[src/rtl/pipe_pkg.sv]
// Shared definitions for the elastic pipeline stage registers: state encoding,
// default widths and control-bit positions used by every stage.
package pipe_pkg;

  typedef enum logic [1:0] {
    ST_EMPTY = 2'd0,
    ST_ONE   = 2'd1,
    ST_TWO   = 2'd2
  } pipeState_e;

  localparam int DATA_W_DEF = 96;
  localparam int CTRL_W_DEF = 8;
  localparam int PC_W_DEF   = 32;
  localparam int CNT_W_DEF  = 16;

  localparam int CTRL_REGWRITE   = 0;
  localparam int CTRL_MEMREAD    = 1;
  localparam int CTRL_MEMWRITE   = 2;
  localparam int CTRL_MEMTOREG   = 3;
  localparam int CTRL_BRANCH     = 4;
  localparam int CTRL_INVERTZERO = 5;
  localparam int CTRL_JUMP       = 6;
  localparam int CTRL_ZERO       = 7;

endpackage

[src/rtl/pipe_entry_reg.sv]
// One pipeline entry: valid/ctrl/data/pc with load and clear. Clearing zeroes
// the control bits so an invalid entry can never carry live write enables.
module pipe_entry_reg
  import pipe_pkg::*;
#(
  parameter int CTRL_W = CTRL_W_DEF,
  parameter int DATA_W = DATA_W_DEF,
  parameter int PC_W   = PC_W_DEF
) (
  input  logic              clock,
  input  logic              reset,
  input  logic              load,
  input  logic              clear,
  input  logic [CTRL_W-1:0] inCtrl,
  input  logic [DATA_W-1:0] inData,
  input  logic [PC_W-1:0]   inPc,
  output logic              valid,
  output logic [CTRL_W-1:0] ctrl,
  output logic [DATA_W-1:0] data,
  output logic [PC_W-1:0]   pc
);

  // Clear wins over load; data/pc are left stale on clear.
  always_ff @(posedge clock) begin
    if (reset) begin
      valid <= 1'b0;
      ctrl  <= '0;
      data  <= '0;
      pc    <= '0;
    end else if (clear) begin
      valid <= 1'b0;
      ctrl  <= '0;
    end else if (load) begin
      valid <= 1'b1;
      ctrl  <= inCtrl;
      data  <= inData;
      pc    <= inPc;
    end
  end

endmodule

[src/rtl/pipe_stage_skid.sv]
// Elastic pipeline stage register with optional skid entry (registered in_ready),
// flush with control squash and a saturating back-pressure counter.
module pipe_stage_skid
  import pipe_pkg::*;
#(
  parameter int DATA_W = DATA_W_DEF,
  parameter int CTRL_W = CTRL_W_DEF,
  parameter int PC_W   = PC_W_DEF,
  parameter int SKID   = 1,
  parameter int CNT_W  = CNT_W_DEF
) (
  input  logic              clock,
  input  logic              reset,
  input  logic              flush,
  input  logic              in_valid,
  output logic              in_ready,
  input  logic [CTRL_W-1:0] in_ctrl,
  input  logic [DATA_W-1:0] in_data,
  input  logic [PC_W-1:0]   in_pc,
  output logic              out_valid,
  input  logic              out_ready,
  output logic [CTRL_W-1:0] out_ctrl,
  output logic [DATA_W-1:0] out_data,
  output logic [PC_W-1:0]   out_pc,
  output logic [1:0]        occupancy,
  output logic [CNT_W-1:0]  stall_cnt
);

  logic              accept, emit;
  logic              mainLoad, mainClear, mainValid;
  logic [CTRL_W-1:0] mainCtrlIn;
  logic [DATA_W-1:0] mainDataIn;
  logic [PC_W-1:0]   mainPcIn;

  assign accept    = in_valid && in_ready;
  assign emit      = out_valid && out_ready;
  assign out_valid = mainValid;

  pipe_entry_reg #(.CTRL_W(CTRL_W), .DATA_W(DATA_W), .PC_W(PC_W)) uMain (
    .clock (clock),     .reset (reset),
    .load  (mainLoad),  .clear (mainClear),
    .inCtrl(mainCtrlIn), .inData(mainDataIn), .inPc(mainPcIn),
    .valid (mainValid), .ctrl  (out_ctrl), .data(out_data), .pc(out_pc)
  );

  generate
    if (SKID != 0) begin : gSkid
      pipeState_e        state, nextState;
      logic              readyQ, skidLoad, skidClear, mainFromSkid, skidValid;
      logic [CTRL_W-1:0] skidCtrl;
      logic [DATA_W-1:0] skidData;
      logic [PC_W-1:0]   skidPc;

      pipe_entry_reg #(.CTRL_W(CTRL_W), .DATA_W(DATA_W), .PC_W(PC_W)) uSkid (
        .clock (clock),    .reset (reset),
        .load  (skidLoad), .clear (skidClear),
        .inCtrl(in_ctrl),  .inData(in_data), .inPc(in_pc),
        .valid (skidValid), .ctrl (skidCtrl), .data(skidData), .pc(skidPc)
      );

      // in_ready is precomputed from the next state so it never sees out_ready.
      always_ff @(posedge clock) begin
        if (reset) begin
          state  <= ST_EMPTY;
          readyQ <= 1'b1;
        end else begin
          state  <= nextState;
          readyQ <= (nextState != ST_TWO);
        end
      end

      always_comb begin
        nextState    = state;
        mainLoad     = 1'b0;
        mainClear    = 1'b0;
        skidLoad     = 1'b0;
        skidClear    = 1'b0;
        mainFromSkid = 1'b0;
        case (state)
          ST_EMPTY: if (accept) begin
            mainLoad  = 1'b1;
            nextState = ST_ONE;
          end
          ST_ONE: begin
            if (accept && emit) begin
              mainLoad = 1'b1;
            end else if (accept) begin
              skidLoad  = 1'b1;
              nextState = ST_TWO;
            end else if (emit) begin
              mainClear = 1'b1;
              nextState = ST_EMPTY;
            end
          end
          ST_TWO: if (emit) begin
            mainLoad     = 1'b1;
            mainFromSkid = 1'b1;
            skidClear    = 1'b1;
            nextState    = ST_ONE;
          end
          default: nextState = ST_EMPTY;
        endcase
        if (flush) begin
          mainLoad  = 1'b0;
          skidLoad  = 1'b0;
          mainClear = 1'b1;
          skidClear = 1'b1;
          nextState = ST_EMPTY;
        end
      end

      assign in_ready   = readyQ;
      assign mainCtrlIn = mainFromSkid ? skidCtrl : in_ctrl;
      assign mainDataIn = mainFromSkid ? skidData : in_data;
      assign mainPcIn   = mainFromSkid ? skidPc   : in_pc;
      assign occupancy  = {1'b0, mainValid} + {1'b0, skidValid};
    end else begin : gReg
      assign in_ready   = !mainValid || out_ready;
      assign mainLoad   = accept && !flush;
      assign mainClear  = flush || (emit && !accept);
      assign mainCtrlIn = in_ctrl;
      assign mainDataIn = in_data;
      assign mainPcIn   = in_pc;
      assign occupancy  = {1'b0, mainValid};
    end
  endgenerate

  always_ff @(posedge clock) begin
    if (reset)
      stall_cnt <= '0;
    else if (out_valid && !out_ready && (stall_cnt != '1))
      stall_cnt <= stall_cnt + CNT_W'(1);
  end

endmodule

[config.mk]
export PLATFORM = sky130hd
export DESIGN_NAME = pipe_stage_skid
export DESIGN_NICKNAME = d
export VERILOG_FILES = /design/src/rtl/pipe_pkg.sv /design/src/rtl/pipe_entry_reg.sv /design/src/rtl/pipe_stage_skid.sv
export SDC_FILE = /design/constraint.sdc
export NUM_CORES = 1
export LEC_CHECK = 0
export ABC_AREA = 0
export CELL_PAD_IN_SITES_DETAIL_PLACEMENT = 1
export CELL_PAD_IN_SITES_GLOBAL_PLACEMENT = 2
export CORE_MARGIN = 3
export CORE_UTILIZATION = 29
export CTS_CLUSTER_SIZE = 28
export DETAILED_ROUTE_END_ITERATION = 8
export PLACE_DENSITY = 0.78
export SLEW_MARGIN = 20
export SYNTH_ARGS = -nofsm -noshare
export SYNTH_HDL_FRONTEND = slang
export SYNTH_SLANG_ARGS = --single-unit
[constraint.sdc]
create_clock -name clock -period 2.25 [get_ports clock]
set_input_delay 0.675 -clock clock [delete_from_list [all_inputs] [get_ports clock]]
set_output_delay 0.675 -clock clock [all_outputs]
set_load 0.03 [all_outputs]
==> results of run 1 <==
[worst register-to-register path, stage by stage, from the launching register on]
cell and delay [ns]:
dfxtp_1 0.39, ha_1 0.19, nand4_1 0.25, o41ai_4 0.53, buf_4 0.27, mux2i_1 0.21, nor2_1 0.05
[per-stage QoR]
stage | area (um2) | cells
floorplan | 12300 | 1371
global placement | 16400 | 2134
detailed placement | 16400 | 2134
CTS | 17400 | 2194
global route | 17500 | 2197
finish | 17500 | 2197
[registers in the layout, summed over array words and instances (netlist names)]
signal / cells
gSkid.state: 2
gSkid.uSkid.ctrl: 8
gSkid.uSkid.data: 96
gSkid.uSkid.pc: 32
gSkid.uSkid.valid: 1
in_ready: 1
stall_cnt: 16
uMain.ctrl: 8
uMain.data: 96
uMain.pc: 32
uMain.valid: 1
[synth_stat cells]
master     number  share of area
a2111oi_1       1        0.00082
a21boi_0        1        0.00061
a21oi_1       286           0.12
a311oi_1      128          0.091
a31o_2          1        0.00071
and2_1          1        0.00051
and4_1          3         0.0021
buf_1           4         0.0012
buf_2          40          0.016
buf_4           1        0.00061
buf_6           1        0.00092
clkbuf_1      105          0.032
dfxtp_1       293           0.48
ha_1            2         0.0020
inv_1           4         0.0012
mux2_2          8         0.0074
mux2i_1       130           0.11
nand2_1       152          0.047
nand2b_1        4         0.0020
nand3_1       133          0.054
nand3_2         1        0.00082
nand4_1         6         0.0031
nand4b_1        2         0.0014
nor2_1          9         0.0028
nor2b_1         1        0.00051
nor3_1         17         0.0069
nor4_1          1        0.00051
o21a_1          1        0.00061
o21ai_0         6         0.0025
o21ai_1         1        0.00041
o31a_1          2         0.0014
o31ai_1         7         0.0043
o31ai_2         1         0.0010
o41ai_1         1        0.00071
or2_2           2         0.0010
or3_1           5         0.0026
or4_1           7         0.0043
or4_4           1        0.00092
xnor2_1         1        0.00071
xor2_1          1        0.00071
[layer usage]
| layer | up-vias | routed length [um] | part of all wire | GRT usage |
|---|---|---|---|---|
| met1 | 5581 | 18800 | 0.44 | 0.232 |
| met5 | - | 20 | 0.00047 | 0 |
| li1 | 5628 | - | - | - |
| met2 | 199 | 21000 | 0.49 | 0.315 |
| met3 | 56 | 1780 | 0.042 | 0.0328 |
| met4 | 2 | 903 | 0.021 | 0.0577 |
[cells by family (layout without fill, tap and decap cells)]
| logic type | count (synthesis) | count (layout) | synth area share |
|---|---|---|---|
| AOI/OAI and AO/OA | 436 | 436 | 0.221 |
| xor gates and xnor gates | 2 | 2 | 0.00143 |
| adders and majority gates | 2 | 2 | 0.00204 |
| buffers and inverters | 155 | 446 | 0.0525 |
| DFF | 293 | 293 | 0.479 |
| muxes | 138 | 138 | 0.114 |
| other | 0 | 3 | 0 |
| and+or+nand+nor | 345 | 345 | 0.130 |
[final cells by class]
cell class              instances  area [um2]  area share
well taps                     532         666      0.0381
clock buffers                  51        1040      0.0595
clock inverters                 9        70.1     0.00401
diodes                          3        7.51    0.000430
repair buffers                382        4000       0.229
inverters                       4        22.5     0.00129
flip-flops and latches        293        5870       0.336
multi-input cells             923        5780       0.331
[worst max-delay path by stage]
stage	endpoint	slack (ns)	cells after the start
6_report	out_pc[6]	0.04	1
5_1_grt	out_data[82]	0.001	1
4_1_cts	out_data[10]	0.0004	1
3_5_place_dp	uMain.data[49]	-0.45	7
3_3_place_gp	uMain.data[61]	-0.41	7
2_1_floorplan	gSkid.uSkid.data[19]	0.17	7
[where the power goes]
group / internal, uW / switching, uW
clock: 3310 / 2200
combinational: 755 / 1050
sequential: 5400 / 120
total: 9460 / 3370
[timing repair]
item                                    CTS  global route
pin swaps                                 0             1
hold endpoints to repair                  0             0
endpoints found under the setup margin  129            54
resized for setup                       130            22
==> qor.yml, run 1 <==
timing:
  max_slew.worst_pin.slew_ns: 0.559
  rsz0062_at_grt: "no"
  slew_headroom: 0.626
  hold_viol_final: 0
  period_share: 0.982
  clock-skew-final_ns: 0.0222
  fmax_mhz: 453
  slew_violations: 0
  timing.final.crit_period_ns: 2.21
  tns_ns: 0
  whs_ns: 0.451
  fin_ws_ns: 0.0401
  setup_viol: 0
setup_path:
  critPathBufInv: 1
  slowest_delay_ns: 0.68
  ff2ff_setup_slack_ns: 0.24
  path_class: "reg -> out"
  crit_path_top_delay_cell: "clkdlybuf4s50_1"
  rr_endpoint: "stall_cnt[1]"
  crit_start: "uMain.pc[6]"
  r2r-start: "stall_cnt[1]"
  cp_cell_sequence: "clkdlybuf4s50_1"
  worstPathMaxFanout: 2
  crit_path_end_kind: "primary output"
  crit_arrival_ns: 1.53
  r2r_cells: 6
  cp_top_family: "buffers and inverters"
  critPathLaunchType: "flop"
  required_ns: 1.57
floorplanning:
  die_y_um: 212
  die_area_mm2: 0.0448
  ios: 297
  rows: 74
  core_mm2: 0.0413
  die_w_um: 212
  start_util: 0.297
hold_path:
  holdPathEnd: "gSkid.uSkid.data[45]"
  worstHoldPathType: "reg -> reg"
  holdPathStages: 2
  hp-start: "gSkid.uSkid.data[45]"
cts:
  root_buffer: "clkbuf_16"
  clk_latency_ns: 0.53
  cts_sinks: 293
  htreeDepth: 2
  cts_setup_buffers: 0
  clockBufferDepth: 3
  cts_hold_buf: 0
  path_clk_slew_ns: 0.06
  cts_tree: "yes"
  numCtsBuffers: 36
pwr:
  powerDensity_mw_per_mm2: 735
  power_uw: 12800
  vdd_drop_max_v: 0.000513
  leakage_uw: 0.00756
logic_synthesis:
  syn_area_per_cell_um2: 8.94
  ys_seq_area_frac: 0.479
  syn_inst: 1371
  synth_seq_cells: 293
  syn-cell-area_mm2: 0.0123
  synthDistinctLibCells: 40
  synth_nets: 1514
  yosys_warnings: 0
grt:
  grt_pass1_wl_um: 65700
  globalRouteTotalUtil: 0.183
  grt_max_degree: 111
  antenna_found_initial: 4
  grt_pass1_vias: 11593
  overflow: 0
cells_and_area:
  num-nets-final: 1783
  drive_above_1_share: 0.0969
  layout-area-overhead-vs-synth_pct: 42.4
  final_common_cell: "dfxtp_1"
  n_fill_cell: 4724
  mostFrequentLayoutCells: "292 x dfxtp_1, 286 x a21oi_1, 152 x nand2_1"
  postLayoutCoreUtil: 0.423
drt:
  vias: 11466
  drt-total-wl_um: 42600
  vias_per_cell: 5.22
  drt-initial-drc-count: 443
  firstDrtPassIters: 4
  wl_per_cell_um: 19.4
  ant_nets: 0
  route.detailed.drc: 0
run:
  max-cap-violations: 0
placement:
  gp_congestion: 0.749
  port_buffers: 296
  dp_slack_ns: -0.454
  dpl.hpwl_um: 28900
status:
  status: "finished clean"
Note: power is estimated with default switching activity, not from simulation.
==> run 2: changes to the inputs <==
Settings changed: CORE_MARGIN 3 to unset.
==> run 2 against run 1 <==
Clock skew shrank 0.0056 ns; sequential power hardly changed; sequential cell count is the same; cell count rose by 0.36%; critical path type unchanged; critical endpoint is now out_data[30]; largest cell class unchanged.
==> qor.yml, run 2 (synthesized netlist as in run 1, its figures left out) <==
cells_and_area:
  final_area_mm2: 0.0175  # +0.56%
  final_common_cell: "dfxtp_1"
  n_fill_cell: 4692  # -0.68%
  reg.largest.list: "gSkid.uSkid.data (96), uMain.data (96)"
  num-nets-final: 1791  # +0.45%
  fin_cells: 2205  # +0.36%
  drive_above_1_share: 0.0976  # +0.000734
  layout-area-overhead-vs-synth_pct: 43.2
  mostFrequentLayoutCells: "293 x dfxtp_1, 286 x a21oi_1, 152 x nand2_1"
floorplanning:
  die_y_um: 208  # -1.9%
  start_util: 0.297  # unchanged
  die_area_mm2: 0.0431  # -3.7%
  ios: 297  # unchanged
  rows: 74  # unchanged
  core_mm2: 0.0413  # unchanged
  die_w_um: 208  # -1.9%
cts:
  path_clk_slew_ns: 0.06  # about the same
  numCtsBuffers: 36  # unchanged
  cts_sinks: 293  # unchanged
  cts_tree: "yes"
  root_buffer: "clkbuf_16"
  cts_hold_buf: 0  # unchanged
  htreeDepth: 2  # unchanged
  clk_latency_ns: 0.53  # about the same
  clockBufferDepth: 3  # unchanged
pwr:
  powerDensity_mw_per_mm2: 741  # +0.74%
  power.switching_uw: 3380  # +0.35%
  vdd_drop_max_v: 0.000469  # -8.4%
  p_seq_frac: 0.424  # -0.006
  leakage_uw: 0.00754  # -0.27%
  clkPwrFrac: 0.434  # +0.005
  power.share.switching: 0.260  # -0.00247
  p_int_uw: 9610  # +1.6%
  power_frac_comb: 0.142  # about the same
setup_path:
  required_ns: 1.57  # about the same
  worstPathMaxFanout: 2  # unchanged
  cp_top_family: "buffers and inverters"
  ff2ff_setup_slack_ns: 0.28  # +0.04 ns
  slowest_delay_ns: 0.67  # about the same
  crit_path_top_delay_cell: "clkdlybuf4s50_1"
  critPathBufInv: 1  # unchanged
  critPathLaunchType: "flop"
  cp_cell_sequence: "clkdlybuf4s50_1"
  path_class: "reg -> out"
  crit_arrival_ns: 1.53  # about the same
  crit_path_end_kind: "primary output"
status:
  status: "finished clean"
timing:
  fmax_mhz: 453  # +0.21%
  timing.final.crit_period_ns: 2.21  # -0.00468 ns
  period_share: 0.980  # -0.00208
  rsz0062_at_grt: "no"
  slew_headroom: 0.678  # +0.0515
  clock-skew-final_ns: 0.0165  # -0.00564 ns
  setup_viol: 0  # unchanged
  hold_viol_final: 0  # unchanged
  max_slew.worst_pin.slew_ns: 0.482  # -0.0774 ns
  slew_violations: 0  # unchanged
  tns_ns: 0  # unchanged
run:
  max-cap-violations: 0  # unchanged
placement:
  dp_cells: 2142  # +0.37%
  port_buffers: 296  # unchanged
  dpl.hpwl_um: 28400  # -1.7%
  placed_cell_area_mm2: 0.0165  # +0.47%
  gp_congestion: 0.757  # +1.0%
drt:
  vias_per_cell: 5.23  # +0.25%
  route.detailed.drc: 0  # unchanged
  drt-total-wl_um: 41600  # -2.2%
  vias: 11537  # +0.62%
  wl_per_cell_um: 18.9  # -2.5%
  firstDrtPassIters: 4  # unchanged
  ant_nets: 0  # unchanged
  drt-initial-drc-count: 453  # +2.3%
grt:
  antenna_found_initial: 4  # unchanged
  grt_max_degree: 101  # -9.0%
  globalRouteTotalUtil: 0.189  # +0.00591
  grt_pass1_wl_um: 65600  # -0.15%
  grt_pass1_vias: 11523  # -0.60%
  overflow: 0  # unchanged
hold_path:
  worstHoldPathType: "reg -> reg"
run 2: cell types whose count changed in the layout (fill, tap and decap cells not counted), moves of 2 or more:
cell | before | now
dlygate4sd2_1 | 128 | 126
clkbuf_1 | 8 | 12
buf_4 | 48 | 54
clkdlybuf4s50_1 | 144 | 150
dlymetal6s2s_1 | 20 | 17
clkinv_2 | 8 | 3
run 2: through the flow:
step | setup slack [ns] | hold slack (ns) | util | power (uW)
after floorplan | 0.165 | 0.434 | - | 6560
after global placement | -0.417 | 0.438 | 0.400 | 7540
final | 0.0448 | 0.451 | 0.425 | 13000
after detailed placement | -0.509 | 0.445 | 0.400 | 7580
after CTS | 0.000256 | 0.453 | 0.423 | 13200
after global routing | 0.000758 | 0.471 | 0.425 | 13600
run 2: path summary, 6_finish.rpt:
check	from	to	cells after the start
max reg2reg	stall_cnt[1]	stall_cnt[1]	6
max	uMain.data[30]	out_data[30]	1
min	gSkid.uSkid.data[47]	gSkid.uSkid.data[47]	2
min reg2reg	gSkid.uSkid.data[47]	gSkid.uSkid.data[47]	2
run 2: cell type report:
cell class / count / area (um2) / share of cell area
sequential: 293 / 5870 / 0.334
multi-input combinational: 923 / 5790 / 0.330
timing repair buffer: 390 / 4070 / 0.232
clock buffer: 55 / 1050 / 0.0600
tap: 532 / 666 / 0.0379
clock inverter: 5 / 75.1 / 0.00428
inverter: 4 / 22.5 / 0.00128
antenna: 3 / 7.51 / 0.000428
run 2: timing repair:
action / in CTS / in global routing
gates cloned: 0 / 0
endpoints found under the setup margin: 127 / 110
resized for setup: 129 / 19
buffers inserted: 0 / 0
run 2: power groups by stage:
| stage | Combinational [uW] | Clock (uW) | Sequential [uW] |
|---|---|---|---|
| floorplan | 619 | 0 | 5940 |
| global placement | 1920 | 0 | 5630 |
| detailed placement | 1950 | 0 | 5630 |
| CTS | 1860 | 5860 | 5510 |
| global route | 1970 | 6050 | 5530 |
| finish | 1840 | 5640 | 5510 |
run 2: layer usage:
layer	vias up	wire [um]	track usage
li1	5640	-	-
met1	5597	18900	0.244
met2	240	19800	0.310
met3	58	2090	0.0383
met4	2	850	0.0654
met5	-	9	0
